**config.mk**
```make
export PLATFORM = sky130hd
export DESIGN_NAME = mem_map_controller_flat
export DESIGN_NICKNAME = d
export VERILOG_FILES = /design/src/rtl/mem_map_controller_if.sv /design/src/rtl/mem_map_controller.sv /design/src/flat_wrapper.sv
export SDC_FILE = /design/constraint.sdc
export NUM_CORES = 1
export LEC_CHECK = 0
export ABC_AREA = 1
export CAP_MARGIN = 20
export CORE_AREA = 4 4 411 413
export CTS_BUF_LIST = sky130_fd_sc_hd__clkbuf_16
export DETAILED_ROUTE_END_ITERATION = 16
export DIE_AREA = 0 0 415 417
export SYNTH_ARGS = -nofsm -noshare
export SYNTH_HDL_FRONTEND = slang
export SYNTH_SLANG_ARGS = --single-unit
export TNS_END_PERCENT = 20
```
**constraint.sdc**
```tcl
create_clock -name clk -period 6.1 [get_ports clk]
set_input_delay 1.22 -clock clk [delete_from_list [all_inputs] [get_ports clk]]
set_output_delay 1.22 -clock clk [all_outputs]
set_load 0.01 [all_outputs]
```
**src/rtl/mem_map_controller_if.sv**
```systemverilog
// mem_map_controller_if: CPU-side bus between a bus master and the memory map
// controller.
//   req      master -> slave  read request, sampled with addr
//   we       master -> slave  write request
//   vf       master -> slave  vector-write flag, forwarded to the RAM
//   addr     master -> slave  CPU word address (DW bits)
//   wd       master -> slave  write data (DW bits)
//   rd       slave -> master  read data, zero when rd_valid is low
//   rd_valid slave -> master  read data qualifier, one cycle after the request
//   err      slave -> master  one-cycle access-error pulse
interface mem_map_controller_if #(
    parameter int DW = 128
);
    logic          req;
    logic          we;
    logic          vf;
    logic [DW-1:0] addr;
    logic [DW-1:0] wd;
    logic [DW-1:0] rd;
    logic          rd_valid;
    logic          err;

    modport master (
        output req, we, vf, addr, wd,
        input  rd, rd_valid, err
    );

    modport slave (
        input  req, we, vf, addr, wd,
        output rd, rd_valid, err
    );
endinterface

```
**src/rtl/mem_map_controller.sv**
```systemverilog
// mem_map_controller: decodes CPU word addresses onto a ROM, a RAM and a bank of
// debounced switch registers. Every read answers exactly one cycle after it is
// requested; writes are forwarded combinationally to the RAM.
//   clk         rising-edge clock
//   rst         asynchronous active-high reset
//   bus         CPU-side bus (slave modport): req/we/vf/addr/wd in, rd/rd_valid/err out
//   sw_i        raw asynchronous switch inputs, bit i = switch i
//   rom_addr_o  ROM-local address (0 outside the ROM window)
//   rom_rd_i    ROM read data, one-cycle synchronous read
//   ram_addr_o  RAM-local address (0 outside the RAM window)
//   ram_we_o    RAM write enable, only for writes inside the RAM window
//   ram_vf_o    vector-write flag forwarded to the RAM
//   ram_wd_o    RAM write data
//   ram_rd_i    RAM read data, one-cycle synchronous read
// IO window layout (word offsets from IO_BASE):
//   0 .. NSW-1        debounced switch i in bit 0
//   NSW .. 2*NSW-1    sticky rising-edge bit i in bit 0, cleared by the read
//   2*NSW             all debounced switches packed in bits NSW-1:0
module mem_map_controller #(
    parameter int DW          = 128,
    parameter int ROM_BASE    = 0,
    parameter int ROM_SIZE    = 120000,
    parameter int RAM_BASE    = 120000,
    parameter int RAM_SIZE    = 121000,
    parameter int IO_BASE     = 241000,
    parameter int NSW         = 21,
    parameter int SYNC_STAGES = 2,
    parameter int DB_CYCLES   = 4
) (
    input  logic                 clk,
    input  logic                 rst,
    mem_map_controller_if.slave  bus,
    input  logic [NSW-1:0]       sw_i,
    output logic [DW-1:0]        rom_addr_o,
    input  logic [DW-1:0]        rom_rd_i,
    output logic [DW-1:0]        ram_addr_o,
    output logic                 ram_we_o,
    output logic                 ram_vf_o,
    output logic [DW-1:0]        ram_wd_o,
    input  logic [DW-1:0]        ram_rd_i
);

    localparam int IO_WORDS = 2 * NSW + 1;
    localparam int IOW      = $clog2(IO_WORDS);
    // Counter only has to reach DB_CYCLES-1; the flip happens on that cycle.
    localparam int CW       = (DB_CYCLES > 1) ? $clog2(DB_CYCLES) : 1;

    localparam logic [DW-1:0] ROM_LO = DW'(ROM_BASE);
    localparam logic [DW-1:0] ROM_SZ = DW'(ROM_SIZE);
    localparam logic [DW-1:0] RAM_LO = DW'(RAM_BASE);
    localparam logic [DW-1:0] RAM_SZ = DW'(RAM_SIZE);
    localparam logic [DW-1:0] IO_LO  = DW'(IO_BASE);
    localparam logic [DW-1:0] IO_SZ  = DW'(IO_WORDS);

    typedef enum logic [1:0] {
        RGN_NONE = 2'd0,
        RGN_ROM  = 2'd1,
        RGN_RAM  = 2'd2,
        RGN_IO   = 2'd3
    } region_e;

    // Address decode
    logic [DW-1:0]  rom_off;
    logic [DW-1:0]  ram_off;
    logic [DW-1:0]  io_off;
    logic [IOW-1:0] io_idx;
    region_e        region;
    logic           rd_req;

    // Response pipeline
    region_e        region_q, region_d;
    logic           rd_valid_q, rd_valid_d;
    logic           err_q, err_d;
    logic [DW-1:0]  io_word_q, io_word_d;
    logic [DW-1:0]  rd_mux;

    // Switch path
    logic [NSW-1:0] sync_q [SYNC_STAGES];
    logic [NSW-1:0] sync_out;
    logic [CW-1:0]  cnt_q [NSW];
    logic [CW-1:0]  cnt_d [NSW];
    logic [NSW-1:0] db_q, db_d;
    logic [NSW-1:0] sticky_q, sticky_d;
    logic [NSW-1:0] clr_mask;
    logic [NSW-1:0] rise;

    // Window checks use the unsigned offset so a zero base needs no lower-bound
    // compare: an address below the base wraps to a huge offset and misses.
    always_comb begin
        rom_off = bus.addr - ROM_LO;
        ram_off = bus.addr - RAM_LO;
        io_off  = bus.addr - IO_LO;
        io_idx  = io_off[IOW-1:0];
        region  = RGN_NONE;
        if (rom_off < ROM_SZ) begin
            region = RGN_ROM;
        end else if (ram_off < RAM_SZ) begin
            region = RGN_RAM;
        end else if (io_off < IO_SZ) begin
            region = RGN_IO;
        end
    end

    // A write in the same cycle as a read request takes precedence.
    assign rd_req = bus.req & ~bus.we;

    assign rom_addr_o = (region == RGN_ROM) ? rom_off : '0;
    assign ram_addr_o = (region == RGN_RAM) ? ram_off : '0;
    assign ram_we_o   = bus.we & (region == RGN_RAM);
    assign ram_vf_o   = bus.vf;
    assign ram_wd_o   = bus.wd;

    // IO read word is captured at the request edge so the response cycle only
    // has to mux; edge bits read here are cleared at that same edge.
    always_comb begin
        io_word_d = '0;
        clr_mask  = '0;
        if (rd_req && (region == RGN_IO)) begin
            for (int i = 0; i < NSW; i++) begin
                if (io_idx == IOW'(i)) begin
                    io_word_d[0] = db_q[i];
                end
                if (io_idx == IOW'(NSW + i)) begin
                    io_word_d[0] = sticky_q[i];
                    clr_mask[i]  = 1'b1;
                end
            end
            if (io_idx == IOW'(2 * NSW)) begin
                io_word_d[NSW-1:0] = db_q;
            end
        end
    end

    always_comb begin
        rd_valid_d = rd_req;
        region_d   = rd_req ? region : RGN_NONE;
        err_d      = (bus.we && (region != RGN_RAM))
                   || (rd_req && (region == RGN_NONE));
    end

    always_ff @(posedge clk or posedge rst) begin
        if (rst) begin
            rd_valid_q <= 1'b0;
            region_q   <= RGN_NONE;
            err_q      <= 1'b0;
            io_word_q  <= '0;
        end else begin
            rd_valid_q <= rd_valid_d;
            region_q   <= region_d;
            err_q      <= err_d;
            io_word_q  <= io_word_d;
        end
    end

    // Unmapped reads keep region RGN_NONE and therefore return zero.
    always_comb begin
        rd_mux = '0;
        if (rd_valid_q) begin
            case (region_q)
                RGN_ROM: rd_mux = rom_rd_i;
                RGN_RAM: rd_mux = ram_rd_i;
                RGN_IO:  rd_mux = io_word_q;
                default: rd_mux = '0;
            endcase
        end
    end

    assign bus.rd       = rd_mux;
    assign bus.rd_valid = rd_valid_q;
    assign bus.err      = err_q;

    // Switch synchroniser
    always_ff @(posedge clk or posedge rst) begin
        if (rst) begin
            for (int s = 0; s < SYNC_STAGES; s++) begin
                sync_q[s] <= '0;
            end
        end else begin
            sync_q[0] <= sw_i;
            for (int s = 1; s < SYNC_STAGES; s++) begin
                sync_q[s] <= sync_q[s-1];
            end
        end
    end

    assign sync_out = sync_q[SYNC_STAGES-1];

    // Debounce: count consecutive cycles where the synchronised input disagrees
    // with the debounced state; the DB_CYCLES-th disagreement flips the state.
    always_comb begin
        db_d = db_q;
        for (int i = 0; i < NSW; i++) begin
            cnt_d[i] = '0;
            if (sync_out[i] != db_q[i]) begin
                if (cnt_q[i] == CW'(DB_CYCLES - 1)) begin
                    db_d[i] = sync_out[i];
                end else begin
                    cnt_d[i] = cnt_q[i] + CW'(1);
                end
            end
        end
        rise     = db_d & ~db_q;
        // Set is applied after the clear so a simultaneous rise survives.
        sticky_d = (sticky_q & ~clr_mask) | rise;
    end

    always_ff @(posedge clk or posedge rst) begin
        if (rst) begin
            for (int i = 0; i < NSW; i++) begin
                cnt_q[i] <= '0;
            end
            db_q     <= '0;
            sticky_q <= '0;
        end else begin
            for (int i = 0; i < NSW; i++) begin
                cnt_q[i] <= cnt_d[i];
            end
            db_q     <= db_d;
            sticky_q <= sticky_d;
        end
    end

endmodule

```
**src/flat_wrapper.sv**
```systemverilog
// flat-port wrapper written by rule: the top's interface ports become plain ports
module mem_map_controller_flat 
#(
    parameter int DW          = 128,
    parameter int ROM_BASE    = 0,
    parameter int ROM_SIZE    = 120000,
    parameter int RAM_BASE    = 120000,
    parameter int RAM_SIZE    = 121000,
    parameter int IO_BASE     = 241000,
    parameter int NSW         = 21,
    parameter int SYNC_STAGES = 2,
    parameter int DB_CYCLES   = 4
)
  (clk, rst, sw_i, rom_addr_o, rom_rd_i, ram_addr_o, ram_we_o, ram_vf_o, ram_wd_o, ram_rd_i, bus_req, bus_we, bus_vf, bus_addr, bus_wd, bus_rd, bus_rd_valid, bus_err);
  mem_map_controller_if #(.DW(DW)) bus_i ();
  input  logic clk;
  input  logic rst;
  input  logic [NSW-1:0] sw_i;
  output logic [DW-1:0] rom_addr_o;
  input  logic [DW-1:0] rom_rd_i;
  output logic [DW-1:0] ram_addr_o;
  output logic ram_we_o;
  output logic ram_vf_o;
  output logic [DW-1:0] ram_wd_o;
  input  logic [DW-1:0] ram_rd_i;
  input wire logic [$bits(bus_i.req)-1:0] bus_req;
  input wire logic [$bits(bus_i.we)-1:0] bus_we;
  input wire logic [$bits(bus_i.vf)-1:0] bus_vf;
  input wire logic [$bits(bus_i.addr)-1:0] bus_addr;
  input wire logic [$bits(bus_i.wd)-1:0] bus_wd;
  output wire logic [$bits(bus_i.rd)-1:0] bus_rd;
  output wire logic [$bits(bus_i.rd_valid)-1:0] bus_rd_valid;
  output wire logic [$bits(bus_i.err)-1:0] bus_err;
  assign bus_i.req = bus_req;
  assign bus_i.we = bus_we;
  assign bus_i.vf = bus_vf;
  assign bus_i.addr = bus_addr;
  assign bus_i.wd = bus_wd;
  assign bus_rd = bus_i.rd;
  assign bus_rd_valid = bus_i.rd_valid;
  assign bus_err = bus_i.err;
  mem_map_controller #(.DW(DW), .ROM_BASE(ROM_BASE), .ROM_SIZE(ROM_SIZE), .RAM_BASE(RAM_BASE), .RAM_SIZE(RAM_SIZE), .IO_BASE(IO_BASE), .NSW(NSW), .SYNC_STAGES(SYNC_STAGES), .DB_CYCLES(DB_CYCLES)) u_core (.clk(clk), .rst(rst), .bus(bus_i), .sw_i(sw_i), .rom_addr_o(rom_addr_o), .rom_rd_i(rom_rd_i), .ram_addr_o(ram_addr_o), .ram_we_o(ram_we_o), .ram_vf_o(ram_vf_o), .ram_wd_o(ram_wd_o), .ram_rd_i(ram_rd_i));
endmodule
```
* Yosys cells after proc, flatten, opt, wreduce, memory -nomap -nowiden
Cells that the tools add are included.
** Storage, ports and cells
- Bits of input ports :: 538
- Output and inout bits :: 516
- Bits in registers :: 151
- Logic and storage cells :: 318
** Operators by class
- Reductions and logical operators :: 6
- Add/subtract/negate cells :: 23
- Eq/ne operators :: 91
- $lt $le $gt $ge :: 3
- Muxes and demuxes :: 158
- Bitwise logic cells :: 8
** Operator list (count)
- $mux 128 :: 3
- $pmux 128 s3 :: 1
- $lt 128x17->1 const B :: 2
- $lt 128x6->1 const B :: 1
- $sub 128x17->128 const B :: 1
- $sub 128x18->128 const B :: 1
- $mux 1 :: 105
- $eq 6x5->1 const B :: 16
- $mux 2 :: 46
- $eq 6x6->1 const B :: 11
- $mux 21 :: 3
- $eq 2x2->1 const B :: 25
- $eq 6x4->1 const B :: 8
- $add 2x1->2 const B :: 21
- $and 21x21->21 :: 2
- $not 21->21 :: 2
- $eq 6x3->1 const B :: 4
- $ne 1x1->1 :: 21
- $or 21x21->21 :: 1
- $eq 6x2->1 const B :: 2
- $eq 6x1->1 const B :: 1
- $logic_not 6->1 :: 1
- $eq 2x1->1 const B :: 2
- $logic_and 1x1->1 :: 3
- 5 further kinds :: 6

* Logic depth before layout (Yosys ltp)
Gate-level depths: netlist of run 1.
- Word-level depth :: 46
- Depth in mapped cells :: 40
- Depth with buffers taken out :: 40

* Least setup slack after synthesis of run 1
Ideal clock, no wire load.
- Kind :: input-to-output
- Start point :: input bus_addr[6]
- End point :: output ram_addr_o[10]
- Path slack :: 0.714 ns
- Cell stages on the path :: 20
- Required time :: 4.880 ns
- Path buffers :: 1
- Arrival :: 4.166 ns
- Cells stage by stage :: ha_1 > inv_1 > nand2_1 > nor2_2 > o21ai_2 > nand2_1 > nand3_1 > nor2_1 > inv_2 > nor2_1 > nand2_1 > xor2_1 > nand3_1 > or4_1 > nor4_1 > nand4_1 > nor2_2 > inv_2 > clkbuf_1 > nor2_1
** On the way
- Word-level cells in the longest chain between the ends :: 7
- Elaborated cells on any way between the ends :: 10
- Classes of those cells :: 2 x add/sub; 3 x order compare; 1 x eq/ne; 4 x mux
** Ends and longest elaborated chain
- from (decl) :: line flat_wrapper.sv:29 : input wire logic [$bits(bus_i.addr)-1:0] bus_addr;
- $sub 128x18->128 :: line mem_map_controller.sv:92 : io_off = bus.addr - IO_LO;
- $lt 128x6->1 :: line mem_map_controller.sv:99 : end else if (io_off < IO_SZ) begin
- $mux 2 :: line mem_map_controller.sv:99
- $mux 2 :: line mem_map_controller.sv:97 : end else if (ram_off < RAM_SZ) begin
- $mux 2 :: line mem_map_controller.sv:95 : if (rom_off < ROM_SZ) begin
- $eq 2x2->1 :: line mem_map_controller.sv:108 : assign ram_addr_o = (region == RGN_RAM) ? ram_off : '0;
- $mux 128 * :: line mem_map_controller.sv:108
- to (decl) :: line flat_wrapper.sv:21 : output logic [DW-1:0] ram_addr_o;
Every way passes the cells marked *; elsewhere a longest branch is shown, timed or not.

* Final worst setup path of run 1
- Start point :: input bus_addr[30]
- End point :: output ram_addr_o[16]
** On the way
- Word-level cells in the longest chain between the ends :: 7
- Elaborated cells on any way between the ends :: 10
- Classes of those cells :: 2 x add/sub; 3 x order compare; 1 x eq/ne; 4 x mux
** Ends and longest elaborated chain (line)
- $sub 128x18->128 :: mem_map_controller.sv:92
- $lt 128x6->1 :: mem_map_controller.sv:99
- $mux 2 :: mem_map_controller.sv:99
- $mux 2 :: mem_map_controller.sv:97
- $mux 2 * :: mem_map_controller.sv:95
- $eq 2x2->1 * :: mem_map_controller.sv:108
- $mux 128 * :: mem_map_controller.sv:108
Marks and branches as above.

==> results of run 1 <==
worst max-delay path, cell delays in order:
cell and delay (ns):
buf_8 0.10, buf_6 0.11, nor2_2 0.09, inv_1 0.05
buf_4 0.13, nor2_1 0.09, inv_1 0.09, buf_4 0.15
nor2_4 0.13, inv_1 0.11, buf_4 0.15, buf_4 0.13
nor3_1 0.18, buf_4 0.16, buf_4 0.11, nand4_1 0.17
xor2_2 0.25, buf_4 0.14, nand4_1 0.13, nor4_4 0.36
nand4_1 0.36, buf_6 0.26, buf_6 0.12, nor2_4 0.12
buf_12 0.12
path summary, 6_finish.rpt:
| check | start | endpoint | depth (start not counted) |
|---|---|---|---|
| hold reg to reg | u_core.sync_q[24] | u_core.sync_out[3] | 0 |
| setup / recovery | bus_addr[30] | ram_addr_o[16] | 25 |
| min in group asynchronous | rst | u_core.sync_q[22] | 2 |
| hold / removal | u_core.sync_q[24] | u_core.sync_out[3] | 0 |
| max in group asynchronous | rst | u_core.sync_out[11] | 4 |
| setup reg to reg | u_core.db_q[0] | u_core.io_word_q[0] | 36 |
final cells by class:
type | count | area [µm²]
inverter | 571 | 2170
fill | 18771 | 128000
clock inverter | 14 | 175
clock buffer | 17 | 425
antenna | 18 | 45.0
timing repair buffer | 1593 | 13800
sequential | 151 | 3780
tap | 2189 | 2740
multi-input combinational | 2373 | 13200
synthesized netlist by cell type, types with 8 or more instances:
library cell	instances
nor2_1	603
nor2_2	12
nor4_1	37
o21ai_1	8
clkbuf_1	50
buf_4	354
inv_2	28
xnor2_1	75
nor4b_1	12
nor2_4	9
dfrtp_1	151
a21oi_1	141
nand3_1	95
ha_1	26
xor2_1	133
inv_1	543
o2111ai_1	8
nand2_1	679
nor3_1	106
or2_2	9
nand4_1	78
o21ai_0	46
nand3b_1	13
what timing repair did:
item,CTS,global route
setup endpoints to repair,78,60
buffers inserted,102,38
pin swaps,115,144
resized for setup,599,216
state kept, by name, summed over array words and instances (netlist names):
name / flops
u_core.region_q: 2
u_core.sticky_q: 21
u_core.sync_out: 21
u_core.db_q: 21
u_core.bus.rd_valid: 1
u_core.cnt_q: 42
u_core.sync_q: 21
u_core.io_word_q: 21
u_core.bus.err: 1
metrics by stage:
stage,worst slack [ns],instance area [µm²],hold slack (ns),TNS [ns]
after global placement,-1.95,32900,0.334,-82.48
after floorplan,0.714,20300,0.331,0
after detailed placement,-1.78,32900,0.335,-75.84
after CTS,-0.395,35400,0.349,-3.37
final,-0.164,36400,0.347,-2.32
after global routing,-0.352,36300,0.354,-9.08
logic make-up after synthesis:
logic type / after synthesis / synth area share (%)
and+or+nand+nor: 1682 / 37.0
buffers and inverters: 984 / 25.8
AOI/OAI and AO/OA: 235 / 6.74
xor gates and xnor gates: 208 / 9.34
DFF: 151 / 19.4
adders and majority gates: 26 / 1.67
other: 1 / 0.0192
layer usage:
layer	vias to the layer above	track usage, %
li1	12402	-
met1	12646	24.7
met5	-	0.306
met4	36	8.05
met2	1202	30.9
met3	330	6.27
power by group:
part           total, µW  switching, µW  leakage (µW)  internal (µW)
clock               1090            443      0.000286            646
combinational       1790           1010        0.0134            774
sequential          1310            121       0.00182           1190
==> impl_metrics.csv, run 1 <==
group,metric,value,unit
logic_synthesis,syn_inst,3287,
hold_path,hp-class,"flip-flop to flip-flop",
logic_synthesis,async_reset_ff_share,100,%
floorplanning,rows,149,
logic_synthesis,netlist_area,19500,µm²
floorplanning,io_pins,1054,
floorplanning,dieWidth,415,µm
floorplanning,initial_utilization,11.8,%
logic_synthesis,synth_top_area_share,19.4,%
global_routing,antenna_found_initial,63,
global_routing,grt.total_usage,19.6,%
sta,worst_clock_skew,0.00989,ns
route,met3_length,17.2,mm
logic_synthesis,synth-seq-area-share,19.4,%
floorplanning,fp.dieH,417,µm
global_routing,grt_max_degree,111,
sta,period_share,103,%
route,wl_met2,79.2,mm
sta,max_slew_margin,29.5,%
logic_synthesis,synth_top_area_cell,"dfrtp_1",
logic_synthesis,ys_seq_elements,151,
worst_setup_path,rrSetupSlack,3.05,ns
logic_synthesis,synth_edf_count,0,
route,routedLengthMet1,74.7,mm
route,antenna_left,0,
route,detail_route.wl_per_cell,26.0,µm
worst_setup_path,critPathLaunchType,"primary input",
cells_and_area,final_common_cell,"buf_4",
cts,clk_pin_slew_worst_paths,0.06,ns
global_routing,grt_pass1_vias,26108,
flow_run,drv_cap,0,
floorplanning,core_region_area,165000,µm²
sta,hold_viol,0,
logic_synthesis,synth_cell_types,54,
place,dp.cells,6749,
route,vias_per_cell,3.84,
worst_setup_path,cp_max_fo,5,
cts,cts_tree,"built",
sta,min_period,6.26,ns
worst_setup_path,crit_type,"primary input to output port",
logic_synthesis,synth_ff_type,"dfrtp_1",
outcome,status,"finished, violations left",
sta,setup_slack,-0.164,ns
route,dr.pass1.iters,6,
logic_synthesis,synth.area.top_cells,"dfrtp_1, buf_4, nand2_1, nor2_1, inv_1",
place,dpl.hpwl,164,mm
worst_setup_path,arrival,5.04,ns
outcome,violations,"setup timing",
worst_setup_path,critPathRequiredTime,4.88,ns
cts,clk_latency,0.43,ns
cells_and_area,num-nets-final,5271,
cells_and_area,final_util,22.1,%
sta,slew_violations,0,
sta,tightest_slew,1.05,ns
cts,cts_sinks,151,
pwr,total_power,4190,µW
sta,setup_viol,36,
place,place_congestion,1.02,
sta,rsz0062_at_grt,"true",
route,dr_total_vias,26616,
sta,fmaxAchievable,160,MHz
route,drc,0,
logic_synthesis,yosysWarnings,0,
global_routing,grt_first_pass_wirelength,231,mm
cells_and_area,layout_common_cells,"buf_4, nand2_1, inv_1",
pwr,p_leak,0.0155,µW
cts,cts_root_buf,"clkbuf_16",
pwr,ir_worst_vdd,192,µV
route,drtIter0Drc,1987,
logic_synthesis,postSynthAreaPerCell,5.94,µm²
cells_and_area,drive_above_1_share,32.1,%
place,port-buffer-count,573,
cts,cts_buffer_depth,2,
floorplanning,die_area,173000,µm²
cells_and_area,syn2layout_area_growth,86.3,%
pwr,p_per_area,115,nW/µm²
cts,cts_buffers,17,
route,maxUsedRoutingLayer,"met5",
worst_setup_path,end_kind,"output port",
global_routing,overflow,0,
cts,cts-htree-levels,4,
cells_and_area,layoutNonFillerInstCount,6926,
cts,holdBufCountCts,0,
route,drt-total-wl,180,mm
(Power assumes the default switching activity.)
==> run 2, diff against run 1 <==
ABC_CLOCK_PERIOD_IN_PS = 6100   (was default)
SKIP_LAST_GASP = 1   (was default)
==> impl_metrics.csv, run 2 (synthesized netlist as in run 1, its figures left out) <==
group,metric,value,unit
worst_setup_path,critPathRequiredTime,4.88,ns
global_routing,grt_pass1_vias,26121,
worst_setup_path,cp_num_buf_inv,15,
global_routing,overflow,0,
outcome,violations,"setup timing",
cts,cts_buffer_depth,2,
sta,setup_slack,-0.153,ns
cts,cts_sinks,151,
cts,cts_buffers,17,
worst_setup_path,reg2reg_to,"u_core.io_word_q[0]",
global_routing,gr-usage-met1,24.6,%
worst_setup_path,rr_worst_depth,36,
sta,rsz0062_at_grt,"true",
cts,clk_latency,0.43,ns
hold_path,hold_start,"u_core.sync_q[24]",
global_routing,grt.total_usage,19.6,%
worst_setup_path,cp_common_cell,"buf_4",
cells_and_area,layout_common_cells,"buf_4, nand2_1, inv_1",
cells_and_area,final_common_cell,"buf_4",
place,dpl_cell_area,32900,µm²
worst_setup_path,critPathLaunchType,"primary input",
hold_path,hold_path_depth,0,
global_routing,grt_max_degree,111,
route,dr_total_vias,26641,
place,place_congestion,1.02,
outcome,status,"finished, violations left",
sta,period_share,103,%
pwr,power.share.clock,26.0,%
flow_run,drv_cap,0,
place,dp.cells,6749,
worst_setup_path,path_delay_family,"buffers and inverters",
global_routing,use_met3,6.39,%
cts,cts_tree,"built",
cts,holdBufCountCts,0,
worst_setup_path,cpMaxStageDelayCell,"nand4_1",
sta,hold_ws,0.347,ns
floorplanning,die_area,173000,µm²
pwr,switching_share,37.7,%
route,drtIter0Drc,2004,
worst_setup_path,rrSetupSlack,3.04,ns
sta,min_period,6.25,ns
pwr,pwr-share-seq,31.3,%
cells_and_area,max_flop_register,"u_core.cnt_q",
route,drt-total-wl,180,mm
hold_path,hp-class,"flip-flop to flip-flop",
route,drc,0,
pwr,total_power,4190,µW
sta,fmaxAchievable,160,MHz
cts,cts-htree-levels,4,
worst_setup_path,end_kind,"output port",
global_routing,use_met2,30.7,%
place,dpl.hpwl,164,mm
worst_setup_path,cp_max_fo,5,
floorplanning,core_region_area,165000,µm²
cells_and_area,drive_above_1_share,32.2,%
floorplanning,io_pins,1054,
route,vias_per_cell,3.84,
sta,tightest_slew,0.956,ns
pwr,p_per_area,115,nW/µm²
sta,worst_clock_skew,0.00842,ns
cells_and_area,layoutNonFillerInstCount,6931,
worst_setup_path,cpPeakStageDelay,0.36,ns
global_routing,antenna_found_initial,63,
global_routing,grt_first_pass_wirelength,231,mm
route,detail_route.wl_per_cell,26.0,µm
cells_and_area,finalInstanceArea,36400,µm²
sta,fin_tns_setup,-1.28,ns
pwr,p_leak,0.0156,µW
sta,max_slew_margin,35.8,%
route,antenna_left,0,
place,port-buffer-count,573,
cts,clk_pin_slew_worst_paths,0.06,ns
worst_setup_path,crit_type,"primary input to output port",
cells_and_area,num-nets-final,5274,
pwr,ir_worst_vdd,194,µV
cells_and_area,largest_reg_flops,42,
floorplanning,dieWidth,415,µm
hold_path,hold_path_end,"u_core.sync_out[3]",
pwr,combPwrFrac,42.7,%
worst_setup_path,cp.depth,25,
cts,cts_root_buf,"clkbuf_16",
route,dr.pass1.iters,7,
sta,setup_viol,14,
floorplanning,fp.dieH,417,µm
cells_and_area,syn2layout_area_growth,86.5,%
sta,hold_viol,0,
global_routing,busiest_layer,"met2",
pwr,p_switching,1580,µW
floorplanning,rows,149,
sta,slew_violations,0,
cells_and_area,fillCellCount,18770,
floorplanning,initial_utilization,11.8,%
worst_setup_path,arrival,5.03,ns
worst_setup_path,timing.rr.start,"u_core.db_q[0]",
pwr,p_int,2610,µW
[run 2: metal layers]
layer  part of all wire, %  wire length [µm]
met5                  0.16               284
met2                    44             78600
met1                    41             74400
met3                   9.8             17600
met4                   5.1              9120
[run 2: what timing repair did]
| item | 4_1_cts | 5_1_grt |
|---|---|---|
| gates cloned | 0 | 0 |
| setup endpoints to repair | 78 | 63 |
| resized for setup | 580 | 238 |
| endpoints found under the hold margin | 0 | 0 |
| pin swaps | 113 | 147 |
| setup buffers | 102 | 40 |
[run 2: cell type report]
type	count	area (µm²)	area share [%]
timing repair buffer	1596	13800	38.0
multi-input combinational	2373	13200	36.3
sequential	151	3780	10.4
tap	2189	2740	7.52
inverter	571	2170	5.97
clock buffer	17	425	1.17
clock inverter	14	175	0.481
antenna	20	50.0	0.137
[run 2: how the worst max path moves through the flow]
stage / from / endpoint / slack (ns)
2_1_floorplan: bus_addr[6] / ram_addr_o[10] / 0.71
3_3_place_gp: bus_addr[26] / ram_addr_o[5] / -1.95
3_5_place_dp: bus_addr[6] / ram_addr_o[5] / -1.78
4_1_cts: bus_addr[33] / ram_addr_o[16] / -0.39
5_1_grt: bus_addr[46] / ram_addr_o[16] / -0.35
6_report: bus_addr[30] / ram_addr_o[16] / -0.15
[run 2: power by group through the flow]
stage | Sequential [µW] | Combinational [µW] | Clock (µW)
after floorplan | 1290 | 889 | 0
after global placement | 1310 | 1660 | 0
after detailed placement | 1330 | 1670 | 0
after CTS | 1310 | 1750 | 1090
after global routing | 1330 | 1930 | 1150
final | 1310 | 1790 | 1090
[run 2: per-stage QoR]
| stage | util [%] | worst slack, ns |
|---|---|---|
| after global placement | 20.0 | -1.95 |
| after global routing | 22.1 | -0.349 |
| after floorplan | - | 0.714 |
| after CTS | 21.4 | -0.395 |
| final | 22.1 | -0.153 |
| after detailed placement | 20.0 | -1.78 |
==> run 3, diff against run 2 <==
GPL_ROUTABILITY_DRIVEN = 0   (was default)
==> impl_metrics.csv, run 3 (synthesized netlist as in run 1, its figures left out) <==
group,metric,value,unit
global_routing,antenna_found_initial,78,
cells_and_area,syn2layout_area_growth,80.5,%
route,detail_route.wl_per_cell,23.4,µm
floorplanning,die_area,173000,µm²
place,dpl_cell_area,31700,µm²
route,dr.pass1.iters,10,
flow_run,drv_cap,0,
floorplanning,rows,149,
place,port-buffer-count,573,
worst_setup_path,cp_max_fo,3,
cells_and_area,final_common_cell,"buf_4",
global_routing,overflow,0,
cells_and_area,layout_common_cells,"buf_4, nand2_1, inv_1",
place,dp_slack,-1.79,ns
cells_and_area,final_util,21.4,%
place,dp.cells,6601,
cts,cts_buffers,17,
cts,cts_tree,"built",
outcome,status,"finished, violations left",
worst_setup_path,cp_common_cell,"buf_6",
cells_and_area,layoutNonFillerInstCount,6838,
sta,rsz0062_at_grt,"true",
worst_setup_path,crit_type,"primary input to output port",
sta,worst_clock_skew,0.00584,ns
cts,clk_latency,0.43,ns
floorplanning,fp.dieH,417,µm
outcome,violations,"setup timing",
cts,cts_root_buf,"clkbuf_16",
sta,tightest_slew,0.936,ns
cts,clk_pin_slew_worst_paths,0.06,ns
sta,hold_viol,0,
route,drc,0,
floorplanning,initial_utilization,11.8,%
cells_and_area,multi_input_area,13000,µm²
worst_setup_path,critPathLaunchType,"primary input",
route,vias_per_cell,3.97,
worst_setup_path,end_kind,"output port",
global_routing,grt.total_usage,17.2,%
hold_path,hp-class,"flip-flop to flip-flop",
floorplanning,io_pins,1054,
route,drtIter0Drc,3032,
worst_setup_path,cpMaxStageDelayCell,"or4_4",
sta,setup_slack,-0.250,ns
place,dpl.hpwl,141,mm
worst_setup_path,path_delay_family,"simple AND/OR/NAND/NOR gates",
worst_setup_path,path_cells,"dlygate4sd2_1 -> buf_6 -> nor2_1 -> inv_1 -> nor2_1 -> inv_1 -> nor2_1 -> buf_4 -> nand4_1 -> nor2_2 -> nand2_2 -> xor2_4 -> nand4_1 -> or4_4 -> nor3_4 -> nand4_1 -> buf_6 -> buf_6 -> buf_6 -> nor2_4 -> buf_12",
pwr,ir_worst_vdd,227,µV
sta,setup_viol,17,
sta,fmaxAchievable,157,MHz
sta,max_slew_margin,37.6,%
global_routing,grt_pass1_vias,25990,
worst_setup_path,critPathRequiredTime,4.88,ns
floorplanning,dieWidth,415,µm
cts,cts_sinks,151,
worst_setup_path,cp_num_buf_inv,9,
cells_and_area,fillCellCount,18434,
cells_and_area,regArea,3780,µm²
route,antenna_left,0,
cts,cts-htree-levels,4,
worst_setup_path,arrival,5.13,ns
pwr,p_leak,0.0149,µW
sta,fin_tns_setup,-2.49,ns
cells_and_area,largest_reg_flops,42,
cts,cts_buffer_depth,2,
route,dr_total_vias,27176,
floorplanning,core_region_area,165000,µm²
sta,slew_violations,0,
pwr,p_per_area,115,nW/µm²
sta,min_period,6.35,ns
global_routing,grt_max_degree,109,
cells_and_area,drive_above_1_share,31.2,%
route,drt-total-wl,160,mm
worst_setup_path,cpPeakStageDelay,0.57,ns
cells_and_area,max_flop_register,"u_core.cnt_q",
sta,period_share,104,%
global_routing,grt_first_pass_wirelength,208,mm
cells_and_area,num-nets-final,5179,
cells_and_area,finalInstanceArea,35200,µm²
-- run 3: changes by cell type in the layout (fill, tap and decap cells not counted), sizes merged --
cell | before | now
clkbuf | 30 | 40
buf | 1070 | 993
clkinvlp | 5 | 0
clkinv | 2 | 3
diode | 20 | 22
bufinv | 3 | 1
dlymetal6s2s | 5 | 1
clkdlybuf4s50 | 446 | 443
clkdlybuf4s15 | 15 | 22
dlygate4sd2 | 47 | 19
inv | 575 | 581
-- run 3: final cells by class --
type | instances | area share (%)
multi-input combinational | 2373 | 36.8
timing repair buffer | 1501 | 36.7
sequential | 151 | 10.7
tap | 2189 | 7.78
inverter | 571 | 6.17
clock buffer | 17 | 1.21
clock inverter | 14 | 0.441
antenna | 22 | 0.156
-- run 3: path summary, 6_finish.rpt --
kind,from,endpoint,slack [ns],cells past startpoint
min reg2reg,u_core.sync_q[28],u_core.sync_out[7],0.35,0
max,bus_addr[87],ram_addr_o[16],-0.25,21
min in group asynchronous,rst,u_core.sync_q[26],1.39,2
min,u_core.sync_q[28],u_core.sync_out[7],0.35,0
max in group asynchronous,rst,u_core.sticky_q[18],3.59,3
max reg2reg,u_core.db_q[0],u_core.io_word_q[0],3.20,36
-- run 3: worst register-to-register path: cells and delay by family, from the launching register on --
| family | cells | cell delay (ns) |
|---|---|---|
| AO/OA/AOI/OAI | 1 | 0.08 |
| flip-flops | 1 | 0.45 |
| buffers and inverters | 1 | 0.14 |
| AND/OR/NAND/NOR | 34 | 2.13 |
-- run 3: where the power goes --
group / total (µW) / internal, µW / switching [µW]
clock network: 1040 / 579 / 463
registers: 1310 / 1190 / 121
logic: 1690 / 733 / 960
-- run 3: timing repair --
action                                  in CTS  in global routing
buffers inserted                           149                 37
pin swaps                                  134                138
gates resized for setup                    599                278
cloned                                       0                  0
hold buffers                                 0                  0
endpoints found under the setup margin      74                 64
-- run 3: layer usage --
layer | up-vias | global-route usage [%] | wire, µm
li1 | 12230 | - | -
met1 | 12462 | 20.1 | 59100
met2 | 1892 | 25.1 | 64800
met3 | 552 | 9.35 | 24300
met4 | 40 | 9.42 | 11800
met5 | - | 0.306 | 353
-- run 3: per-stage QoR --
step | total power, µW | hold slack (ns)
global route | 4260 | 0.355
floorplan | 2180 | 0.331
detailed placement | 2910 | 0.335
global placement | 2860 | 0.334
CTS | 4000 | 0.350
finish | 4050 | 0.349
